[src/rtl/mkio_tx_encoder.sv]
// -----------------------------------------------------------------------------
// mkio_tx_encoder
//
// Transmit stage of an MKIO (GOST R 52070 / MIL-STD-1553) remote terminal.
// It takes words from the subaddress device blocks over the
// tx_data / tx_cd / tx_ready handshake. Each word is sent as a bipolar
// Manchester-II line signal:
//   - a 3-bit-time sync pattern,
//   - 16 data bits, MSB first,
//   - one odd-parity bit.
// A one-word holding register lets a status word be followed by data words
// with no gap on the line.
//
// Parameters
//   HALF_BIT_CLKS : clk cycles per Manchester half-bit (legal range 2..255)
//
// Ports
//   clk        in   system clock
//   reset_n    in   asynchronous active-low reset
//   tx_data    in   [15:0] word to send, sampled on the accepted request edge
//   tx_cd      in   sync select: 0 = command/status sync, 1 = data sync
//   tx_ready   in   word request; only its rising edge is significant
//   tx_inhibit in   transmitter inhibit: abort and silence the line
//   do_p       out  bus driver, positive leg
//   do_n       out  bus driver, negative leg
//   tx_busy    out  a word is on the line or pending
//   tx_done    out  one-cycle pulse at the end of each completed word
//   tx_overrun out  one-cycle pulse when a request is dropped
// -----------------------------------------------------------------------------
module mkio_tx_encoder #(
  parameter int unsigned HALF_BIT_CLKS = 8
) (
  input  logic        clk,
  input  logic        reset_n,
  input  logic [15:0] tx_data,
  input  logic        tx_cd,
  input  logic        tx_ready,
  input  logic        tx_inhibit,
  output logic        do_p,
  output logic        do_n,
  output logic        tx_busy,
  output logic        tx_done,
  output logic        tx_overrun
);

  localparam logic [7:0] HB_LAST = 8'(HALF_BIT_CLKS - 1);

  typedef enum logic [1:0] {
    ST_IDLE   = 2'd0,
    ST_SYNC   = 2'd1,
    ST_DATA   = 2'd2,
    ST_PARITY = 2'd3
  } state_t;

  // Odd parity over the data word: data plus parity holds an odd count of ones.
  function automatic logic odd_parity(input logic [15:0] data);
    return ~^data;
  endfunction

  // Request edge detect
  logic        tx_ready_q_r;

  // Sequencing state
  state_t      state_r;
  logic [7:0]  timer_r;     // clocks within the current half-bit
  logic        phase_r;     // 0 = first half of a bit, 1 = second half
  logic [2:0]  hb_cnt_r;    // half-bit count within the sync field
  logic [3:0]  bit_idx_r;   // data bit being sent, 15 down to 0

  // Transmit register
  logic [15:0] tx_word_r;
  logic        tx_cd_r;
  logic        tx_par_r;

  // Holding register
  logic [15:0] hold_data_r;
  logic        hold_cd_r;
  logic        hold_par_r;
  logic        hold_full_r;

  // Internal events, delayed one clock into the output registers so that
  // they line up with the registered line drive.
  logic        done_ev_r;
  logic        ovr_ev_r;

  // Registered outputs
  logic        do_p_r;
  logic        do_n_r;
  logic        busy_r;
  logic        done_r;
  logic        ovr_r;

  // Combinational decode
  logic        req_s;
  logic        wrap_s;
  logic        active_s;
  logic        final_s;
  logic        level_s;
  logic        to_hold_s;
  logic        drop_s;

  // Decode the request, the half-bit timing and the line level of the
  // current half-bit.
  always_comb begin
    req_s     = tx_ready & ~tx_ready_q_r;
    wrap_s    = (timer_r == HB_LAST);
    active_s  = (state_r != ST_IDLE);
    final_s   = 1'b0;
    level_s   = 1'b0;
    to_hold_s = 1'b0;
    drop_s    = 1'b0;

    case (state_r)
      ST_IDLE: begin
        level_s = 1'b0;
      end
      ST_SYNC: begin
        // Command/status sync is high then low; data sync is the inverse.
        level_s = (hb_cnt_r < 3'd3) ^ tx_cd_r;
      end
      ST_DATA: begin
        // A one is high-then-low, a zero is low-then-high.
        level_s = tx_word_r[bit_idx_r] ^ phase_r;
      end
      ST_PARITY: begin
        level_s = tx_par_r ^ phase_r;
        final_s = wrap_s & phase_r;
      end
      default: begin
        level_s = 1'b0;
      end
    endcase

    // On the final parity clock, a request with the holding register empty
    // is loaded straight into the transmit register. That is the same word
    // order as passing it through the holding register.
    if (req_s && active_s) begin
      if (hold_full_r) begin
        drop_s = 1'b1;
      end else begin
        to_hold_s = ~final_s;
      end
    end else begin
      drop_s    = 1'b0;
      to_hold_s = 1'b0;
    end
  end

  // Word sequencer, holding register and registered line/status outputs.
  always_ff @(posedge clk or negedge reset_n) begin
    if (!reset_n) begin
      tx_ready_q_r <= 1'b0;
      state_r      <= ST_IDLE;
      timer_r      <= 8'd0;
      phase_r      <= 1'b0;
      hb_cnt_r     <= 3'd0;
      bit_idx_r    <= 4'd15;
      tx_word_r    <= 16'd0;
      tx_cd_r      <= 1'b0;
      tx_par_r     <= 1'b0;
      hold_data_r  <= 16'd0;
      hold_cd_r    <= 1'b0;
      hold_par_r   <= 1'b0;
      hold_full_r  <= 1'b0;
      done_ev_r    <= 1'b0;
      ovr_ev_r     <= 1'b0;
      do_p_r       <= 1'b0;
      do_n_r       <= 1'b0;
      busy_r       <= 1'b0;
      done_r       <= 1'b0;
      ovr_r        <= 1'b0;
    end else begin
      tx_ready_q_r <= tx_ready;

      if (tx_inhibit) begin
        // Abort: silence the line, forget every word, report nothing.
        state_r     <= ST_IDLE;
        timer_r     <= 8'd0;
        phase_r     <= 1'b0;
        hb_cnt_r    <= 3'd0;
        bit_idx_r   <= 4'd15;
        hold_full_r <= 1'b0;
        done_ev_r   <= 1'b0;
        ovr_ev_r    <= 1'b0;
        do_p_r      <= 1'b0;
        do_n_r      <= 1'b0;
        busy_r      <= 1'b0;
        done_r      <= 1'b0;
        ovr_r       <= 1'b0;
      end else begin
        do_p_r    <= active_s & level_s;
        do_n_r    <= active_s & ~level_s;
        busy_r    <= active_s | hold_full_r;
        done_r    <= done_ev_r;
        ovr_r     <= ovr_ev_r;
        done_ev_r <= final_s;
        ovr_ev_r  <= drop_s;

        if (active_s) begin
          timer_r <= wrap_s ? 8'd0 : timer_r + 8'd1;
          if (wrap_s) begin
            phase_r <= ~phase_r;
          end
        end

        case (state_r)
          ST_IDLE: begin
            if (req_s) begin
              tx_word_r <= tx_data;
              tx_cd_r   <= tx_cd;
              tx_par_r  <= odd_parity(tx_data);
              timer_r   <= 8'd0;
              phase_r   <= 1'b0;
              hb_cnt_r  <= 3'd0;
              state_r   <= ST_SYNC;
            end
          end
          ST_SYNC: begin
            if (wrap_s) begin
              // Six toggles bring phase_r back to 0 for the first data bit.
              if (hb_cnt_r == 3'd5) begin
                hb_cnt_r  <= 3'd0;
                bit_idx_r <= 4'd15;
                state_r   <= ST_DATA;
              end else begin
                hb_cnt_r <= hb_cnt_r + 3'd1;
              end
            end
          end
          ST_DATA: begin
            if (wrap_s && phase_r) begin
              if (bit_idx_r == 4'd0) begin
                state_r <= ST_PARITY;
              end else begin
                bit_idx_r <= bit_idx_r - 4'd1;
              end
            end
          end
          ST_PARITY: begin
            if (final_s) begin
              // The timer wraps to 0 and phase_r toggles back to 0 here, so
              // the next sync starts on the very next clock.
              hb_cnt_r <= 3'd0;
              if (hold_full_r) begin
                tx_word_r   <= hold_data_r;
                tx_cd_r     <= hold_cd_r;
                tx_par_r    <= hold_par_r;
                hold_full_r <= 1'b0;
                state_r     <= ST_SYNC;
              end else if (req_s) begin
                tx_word_r <= tx_data;
                tx_cd_r   <= tx_cd;
                tx_par_r  <= odd_parity(tx_data);
                state_r   <= ST_SYNC;
              end else begin
                state_r <= ST_IDLE;
              end
            end
          end
          default: begin
            state_r <= ST_IDLE;
          end
        endcase

        if (to_hold_s) begin
          hold_data_r <= tx_data;
          hold_cd_r   <= tx_cd;
          hold_par_r  <= odd_parity(tx_data);
          hold_full_r <= 1'b1;
        end
      end
    end
  end

  assign do_p       = do_p_r;
  assign do_n       = do_n_r;
  assign tx_busy    = busy_r;
  assign tx_done    = done_r;
  assign tx_overrun = ovr_r;

endmodule
[config.mk]
export PLATFORM = sky130hd
export DESIGN_NAME = mkio_tx_encoder
export DESIGN_NICKNAME = d
export VERILOG_FILES = /design/src/rtl/mkio_tx_encoder.sv
export SDC_FILE = /design/constraint.sdc
export NUM_CORES = 1
export LEC_CHECK = 0
export CORE_MARGIN = 2
export CORE_UTILIZATION = 62
export DETAILED_ROUTE_END_ITERATION = 8
export MAX_ROUTING_LAYER = met4
export PLACE_DENSITY_LB_ADDON = 0.2
export SYNTH_ARGS = -nofsm -noshare
export SYNTH_HDL_FRONTEND = slang
export SYNTH_SLANG_ARGS = --single-unit
[constraint.sdc]
create_clock -name clk -period 6.6 [get_ports clk]
set_clock_uncertainty 0.15 [all_clocks]
set_input_delay 1.32 -clock clk [delete_from_list [all_inputs] [get_ports clk]]
set_output_delay 1.32 -clock clk [all_outputs]
set_load 0.02 [all_outputs]
Word level (Yosys, flattened, before mapping)
Index checks and enable logic that the tools add are counted.

word-level totals
  register bits after elaboration = 63
  latch bits = 0
  bits in writable memories = 0
  memory bits (read-only) = 0
  bits of input ports = 21
  output and inout port bits = 5
  word-level logic and storage cells = 131
  memories = 0

operators by class
  add/subtract/negate cells = 3
  multiply operators = 0
  divide/modulo/power cells = 0
  order comparisons = 2
  equality and inequality tests = 13
  shifts and indexed selects = 0
  mux-type cells = 63
  bitwise gates (word level) = 13
  reduce and logical (&&, ||, !) cells = 17

operators by type and width
  cell                   number
  $mux W16               3
  $mux W8                5
  $pmux W16 S2           1
  $mux W1                30
  $ne A3 B3 Y1 const B   7
  $mux W4                5
  $reduce_xnor A16 Y1    1
  $mux W3                5
  $mux W2                7
  $pmux W3 S3            1
  $reduce_bool A3 Y1     3
  $add A8 B1 Y8 const B  1
  $eq A8 B3 Y1 const B   1
  $pmux W2 S4            1
  $pmux W4 S2            1
  $reduce_and A6 Y1      1
  $lt A4 B5 Y1 const B   1
  $not A1 Y1             5
  $reduce_and A5 Y1      1
  $and A1 B1 Y1          4
  $bmux W1 S4            1
  $eq A2 B2 Y1 const B   2
  $logic_not A4 Y1       1
  $pmux W1 S2            2
  other kinds (16)       21

Longest topological paths before layout
  depth after elaboration = 8
  gate-level depth with buffers = 10
  gate-level depth less buffers = 9

Worst setup path after synthesis
Ideal clock, no wire load.

  path kind = reg2reg
  start = register timer_r[6]
  end = register hold_cd_r
  library setup time = 125 ps
  arrival time = 2610 ps
  data required time = 6325 ps
  slack = 3715 ps
  cell stages (with the launch flop) = 8
  buffers on the path = 1
  period minus slack after synthesis = 2885 ps
  cells stage by stage = dfrtp_1 > or4_4 > nor3_1 > ha_1 > nand2_1 > nand4_1 > clkbuf_1 > mux2_2

on the way
  longest elaborated chain between the ends = 7

ends and longest elaborated chain
  what                         RTL line  source
  start, declared              65        logic [7:0] timer_r;
  start signal, assigned       200       timer_r <= wrap_s ? 8'd0 : timer_r + 8'd1;
  $eq A8 B3 Y1                 106       wrap_s = (timer_r == HB_LAST);
  $and A1 B1 Y1                127       final_s = wrap_s & phase_r;
  $mux W1                      113       case (state_r)
  $not A1 Y1                   141       to_hold_s = ~final_s;
  $mux W1                      138       if (hold_full_r) begin
  $mux W1                      137       if (req_s && active_s) begin
  $reduce_and A2 Y1 (no line)  n/a
  end signal, assigned         267       hold_cd_r <= tx_cd;
  end, declared                77        logic hold_cd_r;

Every way passes these cells.
A chain may end at the register's enable or synchronous reset.

Worst setup path in the final report
  start = input port tx_inhibit
  end = register hold_data_r[13]

on the way
  longest elaborated chain between the ends = 2

ends and longest elaborated chain
  what                         RTL line  source
  start, declared              38        input logic tx_inhibit,
  $not A1 Y1 (no line)         n/a
  $reduce_and A2 Y1 (no line)  n/a
  end signal, assigned         266       hold_data_r <= tx_data;
  end, declared                76        logic [15:0] hold_data_r;

Every way passes these cells.

==> flow_summary_export.csv <==
group,metric,value,unit
power_and_ir_drop,p_sw_frac,0.338,
yosys,syn-num-nets,342,
die,die_height,76.9,um
critical_path,start_kind,"input pin",
final_layout,diodes,0,
yosys,syn_area_per_cell,10.5,um^2
global_routing,grt_pass1_vias,2486,
sta,totalNegativeSetupSlack,0,ns
clock_network,clk_latency,0.34,ns
yosys,ys_types,54,
clock_network,cts_hold_buf,0,
global_routing,grt_max_degree,64,
global_routing,grt.overflow.total,0,
critical_path,worst-path-max-fanout,25,
yosys,ys_async_sr_fraction,1.00,
yosys,synth.top_cell.area_share,0.449,
yosys,synth.most_common_cell,"dfrtp_1",
die,io_pins,26,
die,dieArea,5910,um^2
power_and_ir_drop,switchingPower,0.505,mW
placement,gp_congestion,0.845,
sta,worst_pin_slew,1.28,ns
power_and_ir_drop,comb_power_share,0.346,
clock_network,cts-resized-gates,0,
yosys,synthTopCellsByCount,"59 x dfrtp_1, 34 x nor2_1, 24 x a21oi_1",
clock_network,cts_buffers,9,
job,drv_cap,0,
routing,drt_first_pass_iters,5,
sta,rsz0062_at_grt,"no",
critical_path,endpoint_kind,"flip-flop",
global_routing,grt_pass1_wl,12300,um
global_routing,grt_usage,0.275,
yosys,netlist_area,3290,um^2
placement,dp_hpwl,4700,um
yosys,synth.area.top_cells,"dfrtp_1 45%, mux2_2 7.9%, xnor2_1 4.0%",
sta,slew_headroom,0.147,
critical_path,crit_type,"input pin to flip-flop",
sta,finalCriticalPeriod,4.13,ns
power_and_ir_drop,power.density,395,nW/um^2
clock_network,path_clk_slew,0.07,ns
yosys,synth_flop_cell,"dfrtp_1",
routing,drt_iter0_drc,252,
routing,drtAntennaViolNets,0,
sta,finalCritPeriodShare,0.626,
placement,port_buffers,25,
power_and_ir_drop,p_leak,1.59,nW
power_and_ir_drop,power,1.50,mW
power_and_ir_drop,clockPowerShare,0.244,
die,start_util,0.644,
critical_path,cp.required,6.67,ns
die,row_count,26,
global_routing,antenna_found_initial,0,
sta,hold_viol_final,0,
clock_network,cts_buffer_depth,2,
sta,slew_viol_final,0,
critical_path,crit_arrival,4.20,ns
die,core_area,5110,um^2
clock_network,postCtsSetupBuffers,0,
routing,vias,2486,
yosys,synth_edf_count,0,
clock_network,cts_tree,"built",
routing,drc,0,
final_layout,drive_above_1_share,0.173,
yosys,synth_top_area_cell,"dfrtp_1",
final_layout,nets,366,
sta,setup_viol,0,
die,dieWidth,76.9,um
power_and_ir_drop,pwr-share-seq,0.410,
sta,clock.fmax,0.242,GHz
power_and_ir_drop,intPower,0.991,mW
yosys,syn_inst,313,
routing,wire_per_inst,17.0,um
yosys,yosysSeqAreaShare,0.481,
clock_network,htree_num_levels,3,
clock_network,numClockSinks,63,
power_and_ir_drop,vdd_drop_max,0.000220,V
final_layout,syn_to_final_growth,15.2,%
routing,wl,6980,um
yosys,synth_warnings,0,
worst_hold_path,hold_path.class,"flip-flop to flip-flop",
routing,avgViaCountPerCell,6.05,
clock_network,root_buffer,"clkbuf_8",
yosys,ys_ff_latch,63,
outcome,status,"finished clean",
## metrics by stage
step           setup WS (ns)  std cells  instance area (um^2)  hold WS [ns]   util
2_1_floorplan           3.72        313                  3290         0.289      -
3_3_place_gp            2.26        396                  3580         0.297  0.701
3_5_place_dp            2.21        396                  3580         0.298  0.701
4_1_cts                 2.56        411                  3790         0.313  0.742
5_1_grt                 2.25        411                  3790         0.372  0.742
6_report                2.47        411                  3790         0.314  0.742
## layout by cell type (no fill, tap or decap), types with 3 or more instances in the layout
master | netlist | final
a211oi_1 | 3 | 3
xor2_1 | 3 | 3
a21oi_1 | 24 | 24
a31oi_1 | 3 | 3
nand2_1 | 14 | 14
and3_1 | 5 | 5
mux2i_1 | 3 | 3
mux2_2 | 23 | 23
nand3_1 | 5 | 5
inv_1 | 8 | 8
o21ai_0 | 14 | 14
nor2b_1 | 9 | 9
dfrtp_1 | 59 | 59
clkbuf_8 | 0 | 10
nand3b_1 | 3 | 3
nand2b_1 | 7 | 7
a22oi_1 | 3 | 3
ha_1 | 8 | 8
nor2_1 | 34 | 34
xnor2_1 | 15 | 15
dfstp_2 | 4 | 4
nor3_1 | 5 | 4
clkdlybuf4s50_1 | 0 | 24
o22ai_1 | 17 | 17
## layer usage
layer	global-route usage	routed length [um]
met1	0.385	3340
met4	0.131	178
met3	0.0412	233
met5	-	0
met2	0.396	3230
## power groups by stage
stage	registers (mW)	clock network, mW	logic (mW)
floorplan	0.590	0	0.393
global placement	0.606	0	0.492
detailed placement	0.615	0	0.511
CTS	0.610	0.370	0.516
global route	0.629	0.386	0.576
finish	0.613	0.365	0.518
## state kept, by name, summed over array words and instances (netlist names)
name	count
done_ev_r	1
tx_done	1
do_p	1
do_n	1
hold_full_r	1
hold_par_r	1
ovr_ev_r	1
tx_par_r	1
tx_ready_q_r	1
hold_cd_r	1
state_r	2
hb_cnt_r	3
tx_word_r	16
tx_overrun	1
tx_cd_r	1
phase_r	1
hold_data_r	16
tx_busy	1
bit_idx_r	4
timer_r	8
## final cells by class
class                   count  area (um^2)
clock inverters             4         70.1
repair buffers             27          260
clock buffers              11          141
multi-input cells         228         1620
inverters                   8         30.0
well taps                  70         87.6
fillers                   381         1320
flip-flops and latches     63         1580
## logic make-up (layout without fill, tap and decap cells)
group | Yosys count | after routing | share of synthesized area
flip-flops | 63 | 63 | 0.481
XOR/XNOR | 18 | 18 | 0.0479
AO/OA/AOI/OAI | 79 | 79 | 0.162
multiplexers | 28 | 28 | 0.102
adder cells (fa/ha/maj) | 8 | 8 | 0.0304
buffers and inverters | 22 | 50 | 0.0289
AND/OR/NAND/NOR | 95 | 95 | 0.149
## path summary, 6_finish.rpt
check | from | endpoint | slack [ns] | depth (start not counted)
hold / removal | ovr_ev_r$_DFF_PN0_ | tx_overrun$_DFF_PN0_ | 0.31 | 1
setup reg to reg | timer_r[4]$_DFF_PN0_ | tx_word_r[5]$_DFFE_PN0P_ | 2.79 | 9
min in group asynchronous | reset_n | hold_data_r[6]$_DFFE_PN0P_ | 0.99 | 2
max in group asynchronous | reset_n | phase_r$_DFF_PN0_ | 4.80 | 2
hold reg to reg | ovr_ev_r$_DFF_PN0_ | tx_overrun$_DFF_PN0_ | 0.31 | 1
setup / recovery | tx_inhibit | hold_data_r[13]$_DFFE_PN0P_ | 2.47 | 4
## critical path, stage by stage
cell	delay (ns)
clkdlybuf4s50_1	0.88
nor2_1	0.50
nand4_1	0.88
mux2_2	0.61
Note: power is estimated with default switching activity, not from simulation.
